**src/rtl/sdram_loader_pkg.sv**
```systemverilog
// Shared types and constants for the byte-stream-to-SDRAM write stage.
package sdram_loader_pkg;

    // Issuer states: present a word, wait for acceptance, then hold req low one cycle.
    typedef enum logic [1:0] {
        S_IDLE = 2'd0,
        S_WAIT = 2'd1,
        S_GAP  = 2'd2
    } state_t;

    // One packed SDRAM word waiting to be written.
    typedef struct packed {
        logic [25:0] addr;
        logic [15:0] data;
        logic [1:0]  be;
    } entry_t;

    localparam int ENTRY_W = $bits(entry_t);

    // dl_wait rises once the FIFO has this few free entries left.
    localparam int WAIT_MARGIN = 2;

    // Place a byte into the selected lane of a 16-bit little-endian word.
    function automatic logic [15:0] lane_write(input logic [15:0] word,
                                               input logic        lane,
                                               input logic [7:0]  b);
        logic [15:0] w;
        w = word;
        if (lane) begin
            w[15:8] = b;
        end else begin
            w[7:0] = b;
        end
        return w;
    endfunction

    // Byte-enable bit for a lane; lane 0 is the low byte.
    function automatic logic [1:0] lane_be(input logic lane);
        return lane ? 2'b10 : 2'b01;
    endfunction

endpackage

```
**src/rtl/sdram_loader_fifo.sv**
```systemverilog
// Small synchronous FIFO with occupancy count; pushes into a full FIFO are ignored.
module sdram_loader_fifo #(
    parameter int DEPTH = 8,
    parameter int WIDTH = 44
) (
    input  logic                     clk,
    input  logic                     reset,
    input  logic                     push,
    input  logic                     pop,
    input  logic [WIDTH-1:0]         din,
    output logic [WIDTH-1:0]         dout,
    output logic [$clog2(DEPTH):0]   count,
    output logic                     full,
    output logic                     empty
);

    localparam int AW = $clog2(DEPTH);

    logic [WIDTH-1:0] mem [DEPTH];
    logic [AW-1:0]    wr_ptr;
    logic [AW-1:0]    rd_ptr;
    logic             do_push;
    logic             do_pop;

    assign full    = (count == (AW+1)'(DEPTH));
    assign empty   = (count == '0);
    assign do_push = push && !full;
    assign do_pop  = pop && !empty;
    assign dout    = mem[rd_ptr];

    // Pointers wrap naturally because DEPTH is a power of two.
    always_ff @(posedge clk or posedge reset) begin
        if (reset) begin
            wr_ptr <= '0;
            rd_ptr <= '0;
            count  <= '0;
        end else begin
            if (do_push) begin
                wr_ptr <= wr_ptr + AW'(1);
            end
            if (do_pop) begin
                rd_ptr <= rd_ptr + AW'(1);
            end
            case ({do_push, do_pop})
                2'b10:   count <= count + (AW+1)'(1);
                2'b01:   count <= count - (AW+1)'(1);
                default: count <= count;
            endcase
        end
    end

    // Storage carries no reset; occupancy alone decides what is valid.
    always_ff @(posedge clk) begin
        if (do_push) begin
            mem[wr_ptr] <= din;
        end
    end

endmodule

```
**src/rtl/sdram_loader.sv**
```systemverilog
// Packs download bytes into 16-bit words with byte enables and writes them
// to the SDRAM controller one word at a time via a rising-edge req handshake.
module sdram_loader
    import sdram_loader_pkg::*;
#(
    parameter int FIFO_DEPTH = 8
) (
    input  logic        clk,
    input  logic        reset,
    input  logic        dl_active,
    input  logic        dl_wr,
    input  logic [26:0] dl_addr,
    input  logic [7:0]  dl_data,
    output logic        dl_wait,
    output logic        dl_done,
    output logic        dl_overflow,
    output logic [23:0] words_written,
    output logic [25:0] sd_addr,
    output logic [15:0] sd_din,
    output logic [1:0]  sd_be,
    output logic        sd_rnw,
    output logic        sd_req,
    input  logic        sd_ready
);

    localparam int CW = $clog2(FIFO_DEPTH) + 1;

    // Window edge detection
    logic        active_q;
    logic        rise;
    logic        fall;
    logic        wr_acc;

    // Packer hold register and its next state
    logic        hold_valid;
    logic [25:0] hold_addr;
    logic [15:0] hold_data;
    logic [1:0]  hold_be;
    logic        hold_valid_n;
    logic [25:0] hold_addr_n;
    logic [15:0] hold_data_n;
    logic [1:0]  hold_be_n;
    logic [15:0] merged_data;
    logic [1:0]  merged_be;

    // FIFO side
    logic        push;
    entry_t      push_entry;
    entry_t      head;
    logic        pop;
    logic [CW-1:0] fifo_count;
    logic        fifo_full;
    logic        fifo_empty;
    logic        head_avail;

    // Issuer and completion
    state_t      state;
    logic        done_pending;
    logic        done_cond;

    assign rise   = dl_active && !active_q;
    assign fall   = !dl_active && active_q;
    assign wr_acc = dl_wr && dl_active;
    assign sd_rnw = 1'b0;

    assign merged_data = lane_write(hold_data, dl_addr[0], dl_data);
    assign merged_be   = hold_be | lane_be(dl_addr[0]);

    // head_avail is a registered non-empty flag, so the issue decision never
    // depends on a word written at the immediately preceding edge.
    assign pop       = (state == S_IDLE) && head_avail && !fifo_empty;
    assign done_cond = done_pending && !hold_valid && fifo_empty && (state == S_IDLE);

    // Packer: merge, push, reload or flush the hold; at most one push per cycle.
    always_comb begin
        push         = 1'b0;
        push_entry   = '{addr: hold_addr, data: hold_data, be: hold_be};
        hold_valid_n = hold_valid;
        hold_addr_n  = hold_addr;
        hold_data_n  = hold_data;
        hold_be_n    = hold_be;
        if (wr_acc) begin
            if (hold_valid && (hold_addr == dl_addr[26:1])) begin
                if (merged_be == 2'b11) begin
                    push         = 1'b1;
                    push_entry   = '{addr: hold_addr, data: merged_data, be: 2'b11};
                    hold_valid_n = 1'b0;
                end else begin
                    hold_data_n = merged_data;
                    hold_be_n   = merged_be;
                end
            end else begin
                // A different word: the old hold (if any) leaves as-is.
                push         = hold_valid;
                hold_valid_n = 1'b1;
                hold_addr_n  = dl_addr[26:1];
                hold_data_n  = lane_write(16'h0000, dl_addr[0], dl_data);
                hold_be_n    = lane_be(dl_addr[0]);
            end
        end else if (fall && hold_valid) begin
            push         = 1'b1;
            hold_valid_n = 1'b0;
        end
    end

    // Hold register update.
    always_ff @(posedge clk or posedge reset) begin
        if (reset) begin
            hold_valid <= 1'b0;
            hold_addr  <= '0;
            hold_data  <= '0;
            hold_be    <= '0;
        end else begin
            hold_valid <= hold_valid_n;
            hold_addr  <= hold_addr_n;
            hold_data  <= hold_data_n;
            hold_be    <= hold_be_n;
        end
    end

    sdram_loader_fifo #(
        .DEPTH (FIFO_DEPTH),
        .WIDTH (ENTRY_W)
    ) u_fifo (
        .clk   (clk),
        .reset (reset),
        .push  (push),
        .pop   (pop),
        .din   (push_entry),
        .dout  (head),
        .count (fifo_count),
        .full  (fifo_full),
        .empty (fifo_empty)
    );

    // Window tracking, back-pressure, overflow and completion flags.
    always_ff @(posedge clk or posedge reset) begin
        if (reset) begin
            active_q     <= 1'b0;
            head_avail   <= 1'b0;
            dl_wait      <= 1'b0;
            dl_overflow  <= 1'b0;
            done_pending <= 1'b0;
            dl_done      <= 1'b0;
        end else begin
            active_q    <= dl_active;
            head_avail  <= !fifo_empty;
            dl_wait     <= (fifo_count >= CW'(FIFO_DEPTH - WAIT_MARGIN));
            dl_overflow <= (dl_overflow && !rise) || (push && fifo_full);
            dl_done     <= done_cond;
            if (rise) begin
                done_pending <= 1'b0;
            end else if (fall) begin
                done_pending <= 1'b1;
            end else if (done_cond) begin
                done_pending <= 1'b0;
            end
        end
    end

    // Issuer FSM: registered request and payload, held until the controller accepts.
    always_ff @(posedge clk or posedge reset) begin
        if (reset) begin
            state         <= S_IDLE;
            sd_req        <= 1'b0;
            sd_addr       <= '0;
            sd_din        <= '0;
            sd_be         <= '0;
            words_written <= '0;
        end else begin
            case (state)
                S_IDLE: begin
                    if (pop) begin
                        sd_addr <= head.addr;
                        sd_din  <= head.data;
                        sd_be   <= head.be;
                        sd_req  <= 1'b1;
                        state   <= S_WAIT;
                    end
                end
                S_WAIT: begin
                    if (sd_ready) begin
                        sd_req        <= 1'b0;
                        words_written <= words_written + 24'd1;
                        state         <= S_GAP;
                    end
                end
                S_GAP: begin
                    state <= S_IDLE;
                end
                default: begin
                    sd_req <= 1'b0;
                    state  <= S_IDLE;
                end
            endcase
            if (rise) begin
                words_written <= '0;
            end
        end
    end

endmodule

```
**config.mk**
```make
export PLATFORM = sky130hd
export DESIGN_NAME = sdram_loader
export DESIGN_NICKNAME = d
export VERILOG_FILES = /design/src/rtl/sdram_loader_pkg.sv /design/src/rtl/sdram_loader_fifo.sv /design/src/rtl/sdram_loader.sv
export SDC_FILE = /design/constraint.sdc
export NUM_CORES = 1
export LEC_CHECK = 0
export BUFFER_PORTS_ARGS = -buffer_cell sky130_fd_sc_hd__buf_4
export CORE_MARGIN = 2
export CORE_UTILIZATION = 43
export CTS_CLUSTER_DIAMETER = 40
export CTS_CLUSTER_SIZE = 14
export DETAILED_ROUTE_END_ITERATION = 8
export PLACE_DENSITY = 0.65
export SYNTH_ARGS = -nofsm -noshare
export SYNTH_HDL_FRONTEND = slang
export SYNTH_SLANG_ARGS = --single-unit
```
**constraint.sdc**
```tcl
create_clock -name clk -period 16 [get_ports clk]
set_input_delay 0.8 -clock clk [delete_from_list [all_inputs] [get_ports clk]]
set_output_delay 0.8 -clock clk [all_outputs]
set_load 0.02 [all_outputs]
```
==> results by group, run 1 <==
Final layout
  – Commonest non-fill, non-tap cells in the layout: edfxtp_1, buf_4, dfrtp_1
  – Non-Filler Instances: 1844
  – Ant. Diodes: 0
  – Design Area, Final: between 0.02 and 0.025 mm²
  – # fillers: around 3600
  – Layout cells sized above 1: 31.15%
  – Nets: 1247
  – Area grow syn2layout: 21.06%
  – FF/Latch Area: 0.01388 mm²
  – Final Core Density: 52.40%
  – Area taken by multi-input logic gates: 0.004959 mm²
  – Commonest non-fill, non-tap cell in the layout: edfxtp_1

Place
  – Pre-CTS WS: 11150 ps
  – GPL Wtd Cong: a little under 0.8
  – Dpl hpwl: 22970 µm
  – Input/output buffers: 111
  – Placed Instance Area: 0.02063 mm²
  – Post-Place Cells: about 1700

Clocking
  – Clock tree buffer depth: 3
  – Worst-Skew Late Latency: 590 ps
  – Total CTS buffers: 68
  – Sink Count: 484
  – CTS tree: built
  – # resized after CTS: 0
  – Root Driver: clkbuf_16
  – CTS Hold Buffers Added: 0
  – Post-CTS Setup Bufs: 0
  – Worst-path clk slew: 50 ps
  – H-tree depth: 3

STA
  – Final setup margin: 11630 ps
  – Final hold slack: 397.1 ps
  – Setup TNS: 0 ps
  – Final Hold Fails: 0
  – Worst clock skew: 30.33 ps
  – Setup violators final: 0
  – Fin crit share: 27.33%
  – Max Slew Vio Count: 0
  – Min cycle time layout: about 4400 ps
  – Max_slew headroom: between 20% and 30%
  – Worst slew pin tran: 1055 ps
  – Fmax: ~0.23 GHz
  – Unrepaired setup endpoints after global routing: no

Pwr
  – Overall Power: 4.187 mW
  – Static Leak: 8.454 nW
  – Maximum vdd drop: 110.2 µV
  – Power density cells: 181.9 mW/mm²

Synthesis
  – FF+latch count, synth: 484
  – Cell Area, Synth: 0.01902 mm²
  – Cell variety after synth: 50
  – Simple-gate share of the synthesized area: 4.310%
  – Synth area leaders: edfxtp_1, dfrtp_1, mux4_2
  – Post-synth EDFFs: 352
  – Main flop type after synthesis: edfxtp_1
  – Sequential area share after synthesis: 72.96%
  – Yosys Warn Count: 0
  – Post-synth ARST share: 27.27%
  – Top-area cell type share of the netlist area: 55.59%
  – Post-synthesis compound-gate area fraction: between 2 and 3%
  – Mean Syn Cell Area: 18.23 µm²
  – Post-synthesis xor/xnor area fraction: 2.441%
  – Top cell type by total area after synthesis: edfxtp_1
  – Mux share of post-synthesis cell area: 15.39%
  – Syn_nets: 1093
  – Cells after Synth: 1043
  – Main combinational cell family by area after synthesis: multiplexers
  – Adder-Cell Fraction of Synth Area: 0.6975%

Route
  – WL per Instance: 21.49 µm
  – Number of DRC markers in iteration 0: 823
  – Detailed-router iteration count before antenna repair: 7
  – DR vias: between 9000 and 10000
  – Routed WL: 39630 µm
  – Residual DRC: 0
  – Via density: 5.330
  – Antenna-violating nets left: 0

Setup path
  – Worst Setup End Kind: flip-flop
  – R2R cell count: 7
  – Worst r2r src: hold_addr[11]
  – R2R Path End: u_fifo.mem[1][16]
  – Worst setup SP type: flip-flop
  – Worst EP required: ~16000 ps
  – Kind of critical path: reg2reg
  – Max FO, Critical Path: 35
  – Critical path data arrival time: about 4600 ps
  – R2r setup slk: 11630 ps

GRT
  – Total grt overflow: 0
  – Largest net degree at the start of global routing: 87
  – Vias in the first global route: 10380
  – Tot GR Track Use: between 15 and 20%
  – First-pass GRT wire length: 61510 µm
  – Initial antenna violation count: 0

Min path
  – HP Class: in2async

Die
  – Cell Rows: 77
  – Die X: 214.3 µm
  – Initial core utilization: 43.28%
  – IO Pins: 113
  – Total core area: roughly 0.044 mm²
  – Die ar.: 0.04592 mm²
  – Die height: 214.3 µm

Job
  – Total of max-cap violations: 0

Outcome
  – Status: finished, final reports clean
routing by layer:
metal / share of wire, % / global-route usage, %
met1: 43 / 23.60
met2: 49 / 28.92
met3: 6.0 / 4.369
met4: 2.0 / 5.394
met5: 0 / 0
where the power goes:
part	leakage (nW)	switching [mW]	total [mW]	internal, mW
logic	2.45	0.490	0.935	0.445
registers	4.85	0.172	1.71	1.53
clock network	1.15	0.567	1.54	0.977
total	8.45	1.23	4.19	2.96
cells by family after synthesis:
kind of cell,count (synthesis)
AO/OA/AOI/OAI,89
buffers and inverters,62
adder cells (fa/ha/maj),10
multiplexers,177
AND/OR/NAND/NOR,167
XOR/XNOR,53
other,1
flip-flops,484
how the worst max path moves through the flow:
| stage | start | endpoint | slack, ps | cells after the start |
|---|---|---|---|---|
| 3_5_place_dp | dl_addr[12] | u_fifo.mem[1][30] | 11150 | 8 |
| 6_report | hold_addr[11] | u_fifo.mem[1][16] | 11630 | 7 |
| 3_3_place_gp | dl_addr[12] | u_fifo.mem[1][42] | 11270 | 8 |
| 5_1_grt | hold_addr[11] | u_fifo.mem[1][43] | 11150 | 7 |
| 2_1_floorplan | dl_addr[12] | u_fifo.mem[0][0] | 8980 | 7 |
| 4_1_cts | hold_addr[7] | u_fifo.mem[1][36] | 11530 | 7 |
critical path, stage by stage, from the launching register on:
cell and delay (ps):
dfrtp_1 470, xor2_1 200, nor4_1 600, nand3_1 310, or4_4 640, o22a_1 420
nor4b_4 690, buf_4 630
synthesized netlist by cell type (2+ instances only):
cell type / count
buf_2: 9
o22ai_1: 2
a21oi_1: 6
o21ai_1: 2
clkbuf_1: 30
and2_1: 2
nand2b_1: 2
mux4_2: 88
buf_1: 6
and3_1: 3
nand2_1: 69
xnor2_1: 27
dfrtp_1: 132
nor4b_2: 3
nor4_1: 4
o21ai_0: 52
a2bb2oi_1: 2
o21bai_1: 2
nand4_1: 10
inv_1: 15
nand3_1: 18
edfxtp_1: 352
a211oi_1: 2
nor2_1: 32
ha_1: 9
a22o_1: 16
xor2_1: 26
mux2i_1: 46
or3_1: 5
mux2_2: 42
and4_1: 4
nor3_1: 6
a21o_1: 2
state kept, by name (all words and copies together), names as in the netlist, 2 cells and up:
| register | flops |
|---|---|
| u_fifo.mem | 352 |
| u_fifo.rd_ptr | 3 |
| hold_be | 2 |
| sd_addr | 26 |
| sd_din | 16 |
| words_written | 24 |
| sd_be | 2 |
| u_fifo.count | 4 |
| hold_data | 16 |
| state | 2 |
| hold_addr | 26 |
| u_fifo.wr_ptr | 3 |
area by class of cell:
cell class / count / area share (%)
repair buffers: 131 / 4.272
multi-input cells: 497 / 21.54
clock buffers: 81 / 7.925
clock inverters: 44 / 2.473
flip-flops and latches: 484 / 60.31
inverters: 15 / 0.2663
well taps: 592 / 3.218
Note: power is estimated with default switching activity, not from simulation.
==> inputs of run 2 (changes only) <==
--- a/config.mk
+++ b/config.mk
@@ -5,13 +5,14 @@
 export SDC_FILE = /design/constraint.sdc
 export NUM_CORES = 1
 export LEC_CHECK = 0
+export ABC_AREA = 1
 export BUFFER_PORTS_ARGS = -buffer_cell sky130_fd_sc_hd__buf_4
 export CORE_MARGIN = 2
 export CORE_UTILIZATION = 43
 export CTS_CLUSTER_DIAMETER = 40
 export CTS_CLUSTER_SIZE = 14
 export DETAILED_ROUTE_END_ITERATION = 8
-export PLACE_DENSITY = 0.65
+export PLACE_DENSITY = 0.67
 export SYNTH_ARGS = -nofsm -noshare
 export SYNTH_HDL_FRONTEND = slang
 export SYNTH_SLANG_ARGS = --single-unit
==> constraint.sdc (replaced) <==
create_clock -name clk -period 3.85 [get_ports clk]
set_input_delay 0.1925 -clock clk [delete_from_list [all_inputs] [get_ports clk]]
set_output_delay 0.1925 -clock clk [all_outputs]
set_load 0.02 [all_outputs]
==> run 2 against run 1 <==
Critical path depth grew 11. Routed wire length is 27% higher. Clock skew down 5.3 ps. Clock-buffer cell count decreased by 7. Largest cell class unchanged.
==> results by group, run 2 <==
Synthesis
  – Cell variety after synth: 46 (-8.0%)
  – Cell Area, Synth: 0.02022 mm² (+6.4%)
  – Mean Syn Cell Area: 11.24 µm² (-38%)
  – Synth top cells by count: edfxtp_1, nand2_1, o21ai_0
  – Most common cell in the netlist: edfxtp_1
  – Top-area cell type share of the netlist area: 52.26% (-3.3 points)
  – Syn_nets: 1849 (+69%)
  – Yosys Warn Count: 0 (unchanged)
  – Post-synth EDFFs: 352 (unchanged)
  – Top cell type by total area after synthesis: edfxtp_1
  – Post-synth ARST share: 27.27% (unchanged)
  – FF+latch count, synth: 484 (unchanged)
  – Main flop type after synthesis: edfxtp_1
  – Synth area leaders: edfxtp_1, dfrtp_1, nand2_1
  – Sequential area share after synthesis: 68.60% (-4.4 points)
  – Cells after Synth: 1799 (+72%)

Pwr
  – Psw: 6.339 mW (+420%)
  – Internal Pwr Total: 11.83 mW (+300%)
  – Maximum vdd drop: 398.2 µV (+260%)
  – Clock power frac: 34.5% (-2.4 points)
  – Static Leak: 9.534 nW (+13%)
  – Seq pwr share: 37.4% (-3.4 points)
  – Sw Share: 34.88% (+5.5 points)
  – Comb pwr share: 28.1% (+5.8 points)
  – Power density cells: 743.8 mW/mm² (+310%)

Route
  – Routed WL: 50340 µm (+27%)
  – Detailed-router iteration count before antenna repair: 5 (-2)
  – Antenna-violating nets left: 0 (unchanged)
  – WL per Instance: 19.33 µm (-10%)
  – Residual DRC: 0 (unchanged)
  – Number of DRC markers in iteration 0: 1120 (+36%)
  – DR vias: 14120 (+44%)
  – Via density: 5.423 (+1.7%)

Final layout
  – Commonest non-fill, non-tap cells in the layout: edfxtp_1, nand2_1, o21ai_0
  – Ant. Diodes: 0 (unchanged)
  – Final Core Density: 52.59% (+0.19 points)
  – Max FFs per register: 352 (unchanged)
  – Commonest non-fill, non-tap cell in the layout: edfxtp_1
  – Layout cells sized above 1: 15.12% (-16 points)
  – Largest regs: u_fifo.mem (352), hold_addr (26), sd_addr (26)
  – Nets: 1994 (+60%)
  – Area grow syn2layout: 20.80%
  – Largest Register: u_fifo.mem
  – Non-Filler Instances: 2604 (+41%)

GRT
  – Vias in the first global route: 13970 (+35%)
  – Total grt overflow: 0 (unchanged)
  – Met2 usage: 33.40% (+4.5 points)
  – Tot GR Track Use: 20.71% (+3.0 points)
  – Initial antenna violation count: 0 (unchanged)
  – Busiest layer in global routing: met2
  – Largest net degree at the start of global routing: 109 (+25%)
  – GR Util met1: 27.97% (+4.4 points)
  – Met3 GRT Util: 4.090% (-0.28 points)
  – First-pass GRT wire length: 79030 µm (+28%)

Setup path
  – CP dominant cell by count: nand2_1
  – Worst EP required: 4310 ps (-11900 ps)
  – Critical path data arrival time: 3770 ps (-810 ps)
  – Kind of critical path: reg2reg
  – CP bufs+invs: 0 (-1)
  – Top Family by Delay on Critical Path: simple AND/OR/NAND/NOR gates
  – Worst path cell trace: nand2_1 -> nand2_1 -> nand2_1 -> nor2_1 -> nand3_1 -> nor2_4 -> nand2_2 -> nand3_4 -> nand3_4 -> ha_1 -> ha_1 -> nand2_1 -> nor2_1 -> a211oi_1 -> nor2_1 -> nor2_1 -> nand2_1 -> xor2_1
  – Worst setup SP type: flip-flop
  – Max FO, Critical Path: 12 (-66%)
  – Max incr delay on CP: 510 ps (-180 ps)
  – Critical Path Slowest Stage Cell: dfrtp_1
  – Worst Setup End Kind: flip-flop

Place
  – GPL Wtd Cong: 0.8388 (+7.7%)
  – Dpl hpwl: 28040 µm (+22%)
  – Post-Place Cells: 2444 (+42%)
  – Input/output buffers: 111 (unchanged)

STA
  – Setup violators final: 0 (unchanged)
  – Fin crit share: 85.98% (+59 points)
  – Worst clock skew: 25.01 ps (-5.312 ps)
  – Max_slew headroom: 29.09% (-0.59 points)
  – Max Slew Vio Count: 0 (unchanged)
  – Final hold slack: 186.5 ps (-210.6 ps)
  – Worst slew pin tran: 1064 ps (+8.898 ps)
  – Unrepaired setup endpoints after global routing: no
  – Min cycle time layout: 3310 ps (-1063 ps)
  – Final Hold Fails: 0 (unchanged)
  – Fmax: 0.3021 GHz (+32%)
  – Setup TNS: 0 ps (unchanged)

Die
  – Cell Rows: 79 (+2.6%)
  – Initial core utilization: 43.53% (+0.25 points)
  – Die height: 220.9 µm (+3.1%)
  – Die ar.: 0.04878 mm² (+6.2%)
  – Total core area: 0.04646 mm² (+5.7%)
  – IO Pins: 113 (unchanged)
  – Die X: 220.9 µm (+3.1%)

Clocking
  – Post-CTS Setup Bufs: 0 (unchanged)
  – Sink Count: 484 (unchanged)
  – H-tree depth: 3 (unchanged)
  – Worst-Skew Late Latency: 590 ps (about the same)
  – CTS tree: built
  – Root Driver: clkbuf_16
  – Total CTS buffers: 67 (-1.5%)
  – Worst-path clk slew: 60 ps (about the same)
  – Clock tree buffer depth: 3 (unchanged)

Job
  – Total of max-cap violations: 0 (unchanged)

Min path
  – HP Class: in2reg

Outcome
  – Status: finished, final reports clean
[run 2: cell count changes after synthesis, moves of 30 or more]
| cell | change |
|---|---|
| nand3_1 | +58 |
| mux2i_1 | -46 |
| nor2_1 | +189 |
| o221ai_1 | +75 |
| nand2_1 | +262 |
| mux4_2 | -88 |
| inv_1 | +101 |
| o21ai_0 | +194 |
| mux2_2 | -42 |
| clkbuf_1 | +30 |
[run 2: power by group through the flow]
stage	clock network [mW]	logic, mW	registers, mW
after global routing	6.61	5.67	6.88
after CTS	6.38	5.16	6.80
after global placement	0	4.99	6.87
after detailed placement	0	5.09	6.90
after floorplan	0	3.00	7.12
final	6.27	5.10	6.80
[run 2: cell type report]
type                    count  area [µm²]
repair buffers            172        1499
flip-flops and latches    484       13880
fillers                  3958       22030
multi-input cells        1097        5502
well taps                 607       759.5
inverters                 122       466.7
clock inverters            48       538.0
clock buffers              74        1787
[run 2: metal layers]
| metal | share of wire [%] | routed length (µm) |
|---|---|---|
| met1 | 42 | 21360 |
| met2 | 48 | 23950 |
| met3 | 7.1 | 3575 |
| met4 | 2.9 | 1466 |
| met5 | 0 | 0 |
[run 2: path summary, 6_finish.rpt]
path,start,slack (ps),cells past startpoint,end
worst min register to register,sd_addr[9],480,2,sd_addr[9]
min in group asynchronous,reset,340,3,dl_overflow
worst max-delay path,hold_addr[12],540,18,u_fifo.count[3]
worst max register to register,hold_addr[12],540,18,u_fifo.count[3]
worst min-delay path,dl_wr,190,4,hold_valid
max in group asynchronous,reset,2560,4,u_fifo.wr_ptr[0]
[run 2: cell families (layout without fill, tap and decap cells)]
kind of cell | Yosys count | count (layout) | synth area share, %
simple gates | 674 | 674 | 13.82
buf+inv | 218 | 416 | 4.423
flops | 484 | 484 | 68.60
fa+ha+maj | 10 | 10 | 0.6558
compound gates | 397 | 397 | 11.83
other cells | 1 | 1 | 0.01854
xor+xnor | 15 | 15 | 0.6496
[run 2: stage by stage]
step	total power [mW]	area (µm²)	setup WS, ps
after floorplan	10.13	20220	131.5
after global placement	11.87	21730	657.5
after detailed placement	11.99	21730	590.0
after CTS	18.34	24430	562.8
after global routing	19.17	24430	154.9
final	18.17	24430	540.0
[run 2: worst min-delay path: cells and delay by family]
kind	cells	cell delay [ps]
buffers and inverters	1	70
AOI/OAI and AO/OA	2	250
and+or+nand+nor	1	200
[run 2: repair_timing]
item / 4_1_cts / 5_1_grt
endpoints found under the hold margin: 126 / 0
gates resized for setup: 0 / 0
hold buffers: 38 / 0
